### config.mk
export PLATFORM = sky130hd
export DESIGN_NAME = demux4_dispatch_controller_flat
export DESIGN_NICKNAME = d
export VERILOG_FILES = /design/src/rtl/demux4_dispatch_controller_if.sv /design/src/rtl/demux4_dispatch_controller.sv /design/src/flat_wrapper.sv
export SDC_FILE = /design/constraint.sdc
export NUM_CORES = 1
export LEC_CHECK = 0
export ABC_AREA = 1
export ABC_CLOCK_PERIOD_IN_PS = 1450
export CELL_PAD_IN_SITES_DETAIL_PLACEMENT = 1
export CELL_PAD_IN_SITES_GLOBAL_PLACEMENT = 2
export CORE_ASPECT_RATIO = 0.7
export CORE_MARGIN = 5
export CORE_UTILIZATION = 31
export DETAILED_ROUTE_END_ITERATION = 8
export DONT_BUFFER_PORTS = 1
export PLACE_DENSITY_LB_ADDON = 0.1
export REMOVE_ABC_BUFFERS = 1
export SLEW_MARGIN = 0
export SYNTH_ARGS = -nofsm -noshare
export SYNTH_HDL_FRONTEND = slang
export SYNTH_SLANG_ARGS = --single-unit
### constraint.sdc
create_clock -name CLK -period 1.45 [get_ports CLK]
set_clock_uncertainty 0.1 [all_clocks]
set_input_delay 0.2175 -clock CLK [delete_from_list [all_inputs] [get_ports CLK]]
set_output_delay 0.2175 -clock CLK [all_outputs]
set_load 0.01 [all_outputs]
### src/rtl/demux4_dispatch_controller_if.sv
// Handshake/bus bundle between the producer, the dispatch controller and the
// four demux consumers. Member names match the original controller ports.
interface demux4_dispatch_controller_if #(
    parameter int unsigned BITS  = 4,
    parameter int unsigned CNT_W = 8
);
    logic             IN_VALID;
    logic             IN_READY;
    logic [BITS-1:0]  IN_DATA;
    logic [1:0]       IN_DEST;
    logic             IN_RR;
    logic [1:0]       OUT_SELECT;
    logic [BITS-1:0]  OUT_DATA;
    logic [3:0]       OUT_VALID;
    logic [3:0]       OUT_READY;
    logic             BUSY;
    logic             TIMEOUT_ERR;
    logic [CNT_W-1:0] DROP_COUNT;

    // Environment side: producer and consumers
    modport master (
        output IN_VALID, IN_DATA, IN_DEST, IN_RR, OUT_READY,
        input  IN_READY, OUT_SELECT, OUT_DATA, OUT_VALID, BUSY, TIMEOUT_ERR, DROP_COUNT
    );

    // Controller side
    modport slave (
        input  IN_VALID, IN_DATA, IN_DEST, IN_RR, OUT_READY,
        output IN_READY, OUT_SELECT, OUT_DATA, OUT_VALID, BUSY, TIMEOUT_ERR, DROP_COUNT
    );
endinterface

### src/rtl/demux4_dispatch_controller.sv
// Dispatch controller for a 2-bit-select, four-output demultiplexer.
// Takes one word per handshake, routes it by tag or round-robin pointer,
// holds SELECT/DATA until the chosen consumer acknowledges, and drops items
// that stall longer than TIMEOUT cycles.
module demux4_dispatch_controller #(
    parameter int unsigned BITS    = 4,
    parameter int unsigned TIMEOUT = 15,
    parameter int unsigned CNT_W   = 8
) (
    input  logic CLK,
    input  logic RST_N,
    demux4_dispatch_controller_if.slave bus
);

    // Counter only needs to reach TIMEOUT-1: the drop decision is made on the
    // stall cycle that would bring it to TIMEOUT.
    localparam int unsigned STALL_W = (TIMEOUT < 2) ? 1 : $clog2(TIMEOUT);
    localparam logic [STALL_W-1:0] STALL_LAST = STALL_W'((TIMEOUT == 0) ? 0 : TIMEOUT - 1);

    typedef enum logic {
        ST_IDLE,
        ST_SEND
    } state_t;

    state_t             r_state;
    logic [1:0]         r_sel;
    logic [BITS-1:0]    r_data;
    logic [3:0]         r_valid;
    logic               r_busy;
    logic               r_terr;
    logic [CNT_W-1:0]   r_drop_cnt;
    logic [1:0]         r_rr_ptr;
    logic               r_item_rr;
    logic [STALL_W-1:0] r_stall;

    logic [1:0]         w_dest;
    logic [3:0]         w_dest_onehot;
    logic               w_timeout_hit;

    // Destination chosen at the IN handshake and the stall-limit detector
    always_comb begin
        w_dest        = bus.IN_RR ? r_rr_ptr : bus.IN_DEST;
        w_dest_onehot = 4'b0001 << w_dest;
        w_timeout_hit = (TIMEOUT != 0) && (r_stall == STALL_LAST);
    end

    // Dispatch FSM with all outputs registered
    always_ff @(posedge CLK or negedge RST_N) begin
        if (!RST_N) begin
            r_state    <= ST_IDLE;
            r_sel      <= '0;
            r_data     <= '0;
            r_valid    <= '0;
            r_busy     <= 1'b0;
            r_terr     <= 1'b0;
            r_drop_cnt <= '0;
            r_rr_ptr   <= '0;
            r_item_rr  <= 1'b0;
            r_stall    <= '0;
        end else begin
            r_terr <= 1'b0;
            case (r_state)
                ST_IDLE: begin
                    if (bus.IN_VALID) begin
                        r_data    <= bus.IN_DATA;
                        r_sel     <= w_dest;
                        r_valid   <= w_dest_onehot;
                        r_item_rr <= bus.IN_RR;
                        r_stall   <= '0;
                        r_busy    <= 1'b1;
                        r_state   <= ST_SEND;
                    end
                end
                ST_SEND: begin
                    // Delivery is checked first so ready wins over a coincident timeout
                    if (bus.OUT_READY[r_sel]) begin
                        r_valid <= '0;
                        r_busy  <= 1'b0;
                        r_state <= ST_IDLE;
                        if (r_item_rr) begin
                            r_rr_ptr <= r_rr_ptr + 2'd1;
                        end
                    end else if (w_timeout_hit) begin
                        r_valid <= '0;
                        r_busy  <= 1'b0;
                        r_terr  <= 1'b1;
                        r_state <= ST_IDLE;
                        if (r_drop_cnt != '1) begin
                            r_drop_cnt <= r_drop_cnt + 1'b1;
                        end
                        if (r_item_rr) begin
                            r_rr_ptr <= r_rr_ptr + 2'd1;
                        end
                    end else if (TIMEOUT != 0) begin
                        r_stall <= r_stall + 1'b1;
                    end
                end
                default: r_state <= ST_IDLE;
            endcase
        end
    end

    assign bus.IN_READY    = (r_state == ST_IDLE);
    assign bus.OUT_SELECT  = r_sel;
    assign bus.OUT_DATA    = r_data;
    assign bus.OUT_VALID   = r_valid;
    assign bus.BUSY        = r_busy;
    assign bus.TIMEOUT_ERR = r_terr;
    assign bus.DROP_COUNT  = r_drop_cnt;

endmodule

### src/flat_wrapper.sv
// flat-port wrapper written by rule: the top's interface ports become plain ports
module demux4_dispatch_controller_flat 
#(
    parameter int unsigned BITS    = 4,
    parameter int unsigned TIMEOUT = 15,
    parameter int unsigned CNT_W   = 8
)
  (CLK, RST_N, bus_IN_VALID, bus_IN_DATA, bus_IN_DEST, bus_IN_RR, bus_OUT_READY, bus_IN_READY, bus_OUT_SELECT, bus_OUT_DATA, bus_OUT_VALID, bus_BUSY, bus_TIMEOUT_ERR, bus_DROP_COUNT);
  demux4_dispatch_controller_if #(.BITS(BITS), .CNT_W(CNT_W)) bus_i ();
  input  logic CLK;
  input  logic RST_N;
  input wire logic [$bits(bus_i.IN_VALID)-1:0] bus_IN_VALID;
  input wire logic [$bits(bus_i.IN_DATA)-1:0] bus_IN_DATA;
  input wire logic [$bits(bus_i.IN_DEST)-1:0] bus_IN_DEST;
  input wire logic [$bits(bus_i.IN_RR)-1:0] bus_IN_RR;
  input wire logic [$bits(bus_i.OUT_READY)-1:0] bus_OUT_READY;
  output wire logic [$bits(bus_i.IN_READY)-1:0] bus_IN_READY;
  output wire logic [$bits(bus_i.OUT_SELECT)-1:0] bus_OUT_SELECT;
  output wire logic [$bits(bus_i.OUT_DATA)-1:0] bus_OUT_DATA;
  output wire logic [$bits(bus_i.OUT_VALID)-1:0] bus_OUT_VALID;
  output wire logic [$bits(bus_i.BUSY)-1:0] bus_BUSY;
  output wire logic [$bits(bus_i.TIMEOUT_ERR)-1:0] bus_TIMEOUT_ERR;
  output wire logic [$bits(bus_i.DROP_COUNT)-1:0] bus_DROP_COUNT;
  assign bus_i.IN_VALID = bus_IN_VALID;
  assign bus_i.IN_DATA = bus_IN_DATA;
  assign bus_i.IN_DEST = bus_IN_DEST;
  assign bus_i.IN_RR = bus_IN_RR;
  assign bus_i.OUT_READY = bus_OUT_READY;
  assign bus_IN_READY = bus_i.IN_READY;
  assign bus_OUT_SELECT = bus_i.OUT_SELECT;
  assign bus_OUT_DATA = bus_i.OUT_DATA;
  assign bus_OUT_VALID = bus_i.OUT_VALID;
  assign bus_BUSY = bus_i.BUSY;
  assign bus_TIMEOUT_ERR = bus_i.TIMEOUT_ERR;
  assign bus_DROP_COUNT = bus_i.DROP_COUNT;
  demux4_dispatch_controller #(.BITS(BITS), .TIMEOUT(TIMEOUT), .CNT_W(CNT_W)) u_core (.CLK(CLK), .RST_N(RST_N), .bus(bus_i));
endmodule
==> metrics list, run 1 <==
- Via count: roughly 1300
- Final worst path period share: 0.973
* Global router's overall resource usage: 0.146
- STA classifies the critical path startpoint as a register.
- Period minus WS final: around 1.4 ns
* Power per unit of standard cell area: around 1600 mW/mm2
- Per-cell via count in the routed design: about 4.7
- 35 I/O pins were placed.
- Drt wl/cell: ~15 um
- GR Overflow Total: 0
- Number of distinct library cell variants in the gate-level netlist after synthesis: 18
- Synth Area in XOR/XNOR: 0.0363
- Highest clock frequency the design can meet: slightly above 700 MHz
- Worst hold path type: in2reg
- Final weighted congestion in routability-driven placement: between 0.7 and 0.8
- Cells along the critical path: inv_2 -> ha_4 -> nand3_4 -> nor2_4 -> nand3_4 -> buf_6 -> nand2_1 -> o21ai_2
- Die Area: ~0.006 mm2
- Final Hold Violating Endpoints: 0
- The area fraction in compound gates after synthesis came to 0.0328.
- Worst-Margin Slew: between 0.5 and 0.6 ns
* Worst hold slack after final layout: between 0.02 and 0.025 ns
- The worst-case IR drop observed on VDD is 0.000602 V.
- Reg clk slew, reported paths: roughly 0.10 ns
- Setup repair after global routing missed its margin: true
- Number of optimization iterations in the first detailed-route pass: 4
- Slew margin rel.: 0.659
* Total number of nets in the final design: around 230
- Starting density of the core: 0.327
- Clock latency on the worst-skew pair, taken at its later pin, is 0.28 ns.
- Design Power: between 3 and 4 mW
- After detailed routing, the total wire length is 4.15 mm.
- CTS tree: done
- After synthesis, the largest family of logic cells by area is simple AND/OR/NAND/NOR gates.
- The number of buffers and inverters on the critical path is 2.
* Fraction of final layout cells sized beyond drive strength 1: 0.269
- Setup violations remaining at the end of the flow were counted as 0.
- Max Buffers Root-to-Sink: 2
- Adder-cell share of the synthesized area: 0.0259
- Category of the worst setup path capture point: register
- Across all register-to-register paths, the minimum setup slack is 0.04 ns.
- The count of nets left with antenna violations once routing finished came out at 0.
- Data on the critical path is required at its endpoint by approximately 1.5 ns.
- Hold depth: 2
- Worst R2R Path Depth: 8
* Register area share after synthesis: 0.484
- CTS Buf Count: 3
- After filler insertion, the fill cell instance count of the layout stands at 530.
* DRC violation count after routing: 0
- Worst path depth: 8
- Crit Path Category: reg2reg
- First-pass GRT wire length: around 7.0 mm
* Crit path DAT: 1.49 ns
- 0 antenna diodes ended up in the layout.
* Crit path max-delay family: flip-flops
- Number of antenna violations at the first check in global routing: 0
- Of the total synthesized cell area, the portion taken by AND, OR, NAND and NOR gates is 0.351.
- In this run the worst path has a maximum fanout of 5.
- Row cnt: 20
- The clock net in this run drives a total of 28 sinks.
- The finished layout holds about 270 standard cells, fillers aside.
* Netlist Area Pre-Place: 0.00145 mm2
- Largest stage delay on the critical path: approximately 0.4 ns
* Number of violations reported at the end of detailed-routing iteration 0: 48
- Area growth syn-to-layout: 33.3%
* Chip width: just over 90 um
- Port buffering added 0 buffers.
* Synth Register Bits: 28
- Once placement completed, the tool counted placed cells totaling between 200 and 300.
- Standard cell core area: 0.00443 mm2
- Measured against the total synthesized area, the mux share comes to 0.
- Among all stages on the critical path, the largest delay is contributed by sky130_fd_sc_hd__dfrtp_1.
- YS warnings: 0
* Cell seen most often among critical-path stages: sky130_fd_sc_hd__nand3_4
- The tool flagged a number of max-cap violations equal to 0.
- Synthesized netlist cell count: 181
- The die is about 67 um tall.
* Final-report max-slew violation count: 0
* CTS Root Cell: sky130_fd_sc_hd__clkbuf_8
- Leakage: 0.996 nW
- In this run the number of H-tree levels came out at 1.
* Sum of net half-perimeters after detailed placement: between 3 and 4 mm
- Maximum number of pins on one net before global-route repair: 29
- A synthesized cell averages around 8 um2.
- Via count of the first global-routing pass: approximately 1400
- Fin Setup TNS: 0 ns
- Outcome: complete, no violations
[layout by cell type, fill, tap and decap left out, drive strengths merged]
master,n
nand4,7
clkbuf,3
a21oi,2
nand3,21
nor2,12
inv,18
dlygate4sd3,5
dfrtp,28
xnor2,3
ha,3
nand2,75
buf,29
bufinv,1
o21ai,6
xor2,3
[cells in the mapped netlist]
cell,instances,share of area
sky130_fd_sc_hd__xor2_1,3,0.018
sky130_fd_sc_hd__nand2_1,74,0.19
sky130_fd_sc_hd__o21ai_2,2,0.012
sky130_fd_sc_hd__o21ai_0,4,0.014
sky130_fd_sc_hd__a21oi_1,2,0.0069
sky130_fd_sc_hd__inv_2,2,0.0052
sky130_fd_sc_hd__nor2_2,1,0.0043
sky130_fd_sc_hd__ha_1,3,0.026
sky130_fd_sc_hd__xnor2_1,3,0.018
sky130_fd_sc_hd__nand3_2,4,0.028
sky130_fd_sc_hd__nor2_4,1,0.0078
sky130_fd_sc_hd__buf_6,3,0.023
sky130_fd_sc_hd__nand2_2,1,0.0043
sky130_fd_sc_hd__nand4_1,7,0.030
sky130_fd_sc_hd__nand3_1,17,0.059
sky130_fd_sc_hd__inv_1,16,0.041
sky130_fd_sc_hd__nor2_1,10,0.026
sky130_fd_sc_hd__dfrtp_1,28,0.48
[worst reg2reg max path, delay by kind of cell, from the launching register on]
kind	cells	cell delay [ns]
adder cells (fa/ha/maj)	1	0.14
AND/OR/NAND/NOR	4	0.39
buffers and inverters	2	0.24
flip-flops	1	0.40
AO/OA/AOI/OAI	1	0.05
[worst paths after layout]
path                                                 end                from
worst min-delay path                    u_core.r_item_rr           bus_IN_RR
min in group asynchronous       u_core.bus.DROP_COUNT[2]               RST_N
max in group asynchronous             u_core.r_rr_ptr[0]               RST_N
worst max register to register  u_core.bus.DROP_COUNT[5]   u_core.r_stall[0]
worst min register to register        u_core.r_rr_ptr[1]  u_core.r_rr_ptr[1]
worst max-delay path            u_core.bus.DROP_COUNT[5]   u_core.r_stall[0]
[area by class of cell]
cell class	instances	area [um2]	area share
Timing Repair Buffer	34	295	0.153
Clock inverter	1	30.0	0.0156
Tap cell	55	68.8	0.0357
Inverter	18	70.1	0.0363
Multi-Input combinational cell	132	723	0.375
Sequential cell	28	701	0.363
Clock buffer	3	41.3	0.0214
[stage by stage]
step	worst slack (ns)	util	cell area, um2
after floorplan	-0.0661	-	1410
after global placement	-0.00740	0.381	1690
after detailed placement	-0.110	0.381	1690
after CTS	0.0102	0.426	1890
after global routing	-0.0147	0.436	1930
final	0.0390	0.436	1930
[kinds of logic after synthesis]
logic type      Yosys count
simple gates            115
flops                    28
buf+inv                  21
compound gates            8
xor+xnor                  6
fa+ha+maj                 3
[what timing repair did]
| action | in CTS | in global routing |
|---|---|---|
| pin swaps | 1 | 6 |
| resized for setup | 13 | 12 |
| endpoints found under the hold margin | 32 | 0 |
| hold buffers | 6 | 0 |
| gates cloned | 0 | 0 |
| buffers inserted | 1 | 0 |
| endpoints found under the setup margin | 18 | 17 |
[state kept, by name, summed over array words and instances (netlist names)]
register                count
u_core.bus.OUT_DATA         4
u_core.bus.TIMEOUT_ERR      1
u_core.r_state              1
u_core.r_rr_ptr             2
u_core.bus.DROP_COUNT       8
u_core.r_stall              4
u_core.bus.BUSY             1
u_core.bus.OUT_SELECT       2
u_core.bus.OUT_VALID        4
u_core.r_item_rr            1
[routing by layer]
metal	vias to the layer above	share of wire	global-route usage
met1	622	0.45	0.176
met5	-	0	0
li1	640	-	-
met2	22	0.49	0.260
met3	2	0.055	0.0490
met4	0	0.0046	0.0226
[power breakdown]
part	switching (mW)	internal, mW	leakage (nW)
Combinational	0.733	0.497	0.592
Sequential	0.271	1.02	0.369
Clock	0.254	0.370	0.0357
(Power assumes the default switching activity.)
==> inputs of run 2 (changes only) <==
- CORE_MARGIN: 5 -> 3
- TNS_END_PERCENT: unset -> 30
==> run 2 against run 1 <==
Effect of this change: the run now ends with setup timing left; final cell count up 0.74%; first-iteration DRC count down 27%; maximum frequency down 4.3%; count of clock-buffer cells in the layout up 1; final area unchanged; sequential cell count unchanged; highest routed layer unchanged.
==> metrics list, run 2 (synthesized netlist as in run 1, its figures left out) <==
- Number of antenna violations at the first check in global routing: 0
- Standard cell core area: around 0.0044 mm2
* Total number of nets in the final design: around 240
- During placement, the flow inserted port buffers numbering 0.
- Worst hold path type: in2reg
- CTS tree: done
- Setup violations remaining at the end of the flow were counted as 2.
- Of the cells placed in the final design, the portion with a size suffix greater than 1 is 0.289.
- Die outline height: around 63 um
* Most common cell after layout, fill and taps aside: sky130_fd_sc_hd__nand2_1
- Clock-pin slew was measured on the worst setup and hold paths at roughly 0.1 ns.
- The initialized floorplan defines 20 standard-cell rows.
- In the final routed layout, each cell accounts on average for around 15 um.
- Global routing finished with a remaining overflow of 0.
- For the worst-skew pair, the clock arrives at the later sink with an insertion delay of around 0.28 ns.
- Period minus WS final: 1.47 ns
- The worst-case IR drop observed on VDD is approximately 0.00058 V.
- Of the available clock period, the critical path in the final layout requires 1.02.
* Final-report max-slew violation count: 0
- Measured against its own limit, the worst slew margin works out to 0.684.
- For the worst setup path, the data arrival time is 1.55 ns.
* CTS Root Cell: sky130_fd_sc_hd__clkbuf_8
- The worst hold path passes through 2 cells.
- Maximum number of pins on one net before global-route repair: 29
- At the pin with the least slew margin, the transition time is roughly 0.47 ns.
- CTS Buf Count: 3
* Max-cap violation count: 0
- In this run the count of I/O pins placed on the die edge is 35.
* Final Hold Violating Endpoints: 0
- The filler cells instantiated in the layout total 540.
- Area used by sequential logic in the layout: around 700 um2
* Outcome: finished with violations
- Leakage: between 0.9 and 1 nW
* Power per unit of standard cell area: 1560 mW/mm2
* Die Area: approximately 0.0055 mm2
- For the worst flop-to-flop path, the logic depth is 8.
- Once layout is complete, the utilization of the core stands at 0.436.
* Type of origin of the critical path: register
- Overall routed net length: roughly 4 mm
- Measured along the x axis, the die boundary spans 87.7 um.
- Starting density of the core: 0.327
- Worst setup margin: -0.0245 ns
- The first TritonRoute pass finished after 4 iterations.
- Category of the worst setup path capture point: register
- Crit Path Category: reg2reg
* Highest clock frequency the design can meet: around 680 MHz
- Sink count of the clock tree: 28
- Max Buffers Root-to-Sink: 2
- Detail Route Antenna Nets: 0
- Final weighted congestion in routability-driven placement: between 0.7 and 0.8
- Summing over every cut layer, the via total after detailed routing is approximately 1300.
- The first global-routing pass estimated roughly 7.1 mm of wire.
* Global router's overall resource usage: 0.161
- After detailed routing, the number of vias per cell comes to between 4 and 5.
* Area growth syn-to-layout: 33.3%
* Sum of net half-perimeters after detailed placement: just over 3 mm
* Setup repair after global routing missed its margin: true
- At the worst endpoint, the required time is between 1.5 and 2 ns.
- The register with the most flip-flops in the layout has 8 of them.
- DRC violation count after routing: 0
- Summed over all failing endpoints, the final setup total negative slack is -0.0348 ns.
- CTS built an H-tree with a depth of 1.
- Biggest fanout along the worst timing path: 4
- In the final layout, the multi-input gates occupy between 700 and 800 um2.
- The detailed router finished its first iteration with 35 violations.
- Violations in the final reports: setup timing
- Antenna diode instance count: 0
- In the layout the commonest cells are sky130_fd_sc_hd__nand2_1 (65), sky130_fd_sc_hd__buf_4 (28), sky130_fd_sc_hd__dfrtp_1 (28), sky130_fd_sc_hd__nand3_1 (14), sky130_fd_sc_hd__inv_1 (14).
- Via count of the first global-routing pass: between 1000 and 1500
## run 2: cell types whose count changed in the layout (fill, tap and decap cells not counted), moves of 2 or more
cell,change
sky130_fd_sc_hd__nand2_2,+2
sky130_fd_sc_hd__nand2_1,-3
sky130_fd_sc_hd__buf_6,-2
sky130_fd_sc_hd__buf_4,+4
## run 2: critical path, stage by stage, from the launching register on
cell,delay [ns]
sky130_fd_sc_hd__dfrtp_1,0.40
sky130_fd_sc_hd__inv_2,0.09
sky130_fd_sc_hd__ha_4,0.14
sky130_fd_sc_hd__nand3_4,0.08
sky130_fd_sc_hd__nor2_4,0.16
sky130_fd_sc_hd__nand3_4,0.12
sky130_fd_sc_hd__buf_4,0.17
sky130_fd_sc_hd__nand2_1,0.05
sky130_fd_sc_hd__nand2_1,0.05
## run 2: final cells by class
cell class,instances,area share
inverters,18,0.0363
well taps,55,0.0357
multi-input cells,132,0.379
repair buffers,36,0.157
clock buffers,4,0.0285
flip-flops and latches,28,0.363
## run 2: worst paths after layout
check	from	endpoint	slack, ns
max in group asynchronous	RST_N	u_core.bus.OUT_DATA[2]	0.82
min	bus_IN_RR	u_core.r_item_rr	0.004
min in group asynchronous	RST_N	u_core.r_stall[3]	0.26
min reg2reg	u_core.r_rr_ptr[1]	u_core.r_rr_ptr[1]	0.41
max	u_core.r_stall[0]	u_core.bus.DROP_COUNT[1]	-0.02
max reg2reg	u_core.r_stall[0]	u_core.bus.DROP_COUNT[1]	-0.02
## run 2: repair_timing
| action | 4_1_cts | 5_1_grt |
|---|---|---|
| hold endpoints to repair | 32 | 0 |
| pin swaps | 2 | 4 |
| setup buffers | 2 | 1 |
| setup endpoints to repair | 18 | 22 |
| gates resized for setup | 11 | 15 |
| hold buffers | 6 | 0 |
## run 2: where the power goes
| part | switching (mW) | internal, mW |
|---|---|---|
| logic | 0.717 | 0.515 |
| registers | 0.266 | 1.02 |
| clock network | 0.253 | 0.243 |
| total | 1.24 | 1.77 |
## run 2: routing by layer
layer | vias to the layer above | part of all wire | global-route usage
met3 | 4 | 0.051 | 0.0431
met4 | 0 | 0.0078 | 0.0230
met1 | 638 | 0.46 | 0.212
met2 | 27 | 0.48 | 0.268
met5 | - | 0 | 0
li1 | 645 | - | -
## run 2: per-stage QoR
stage               hold WS, ns  cells  worst slack, ns  area (um2)  power (mW)
finish                  0.00442    273          -0.0245        1930        3.01
floorplan                -0.178    178          -0.0661        1410        1.86
CTS                     0.00299    272          -0.0101        1880        2.97
global placement         -0.177    260         -0.00540        1690        2.29
global route            0.00612    273           -0.118        1930        3.28
detailed placement       -0.177    260           -0.166        1690        2.32
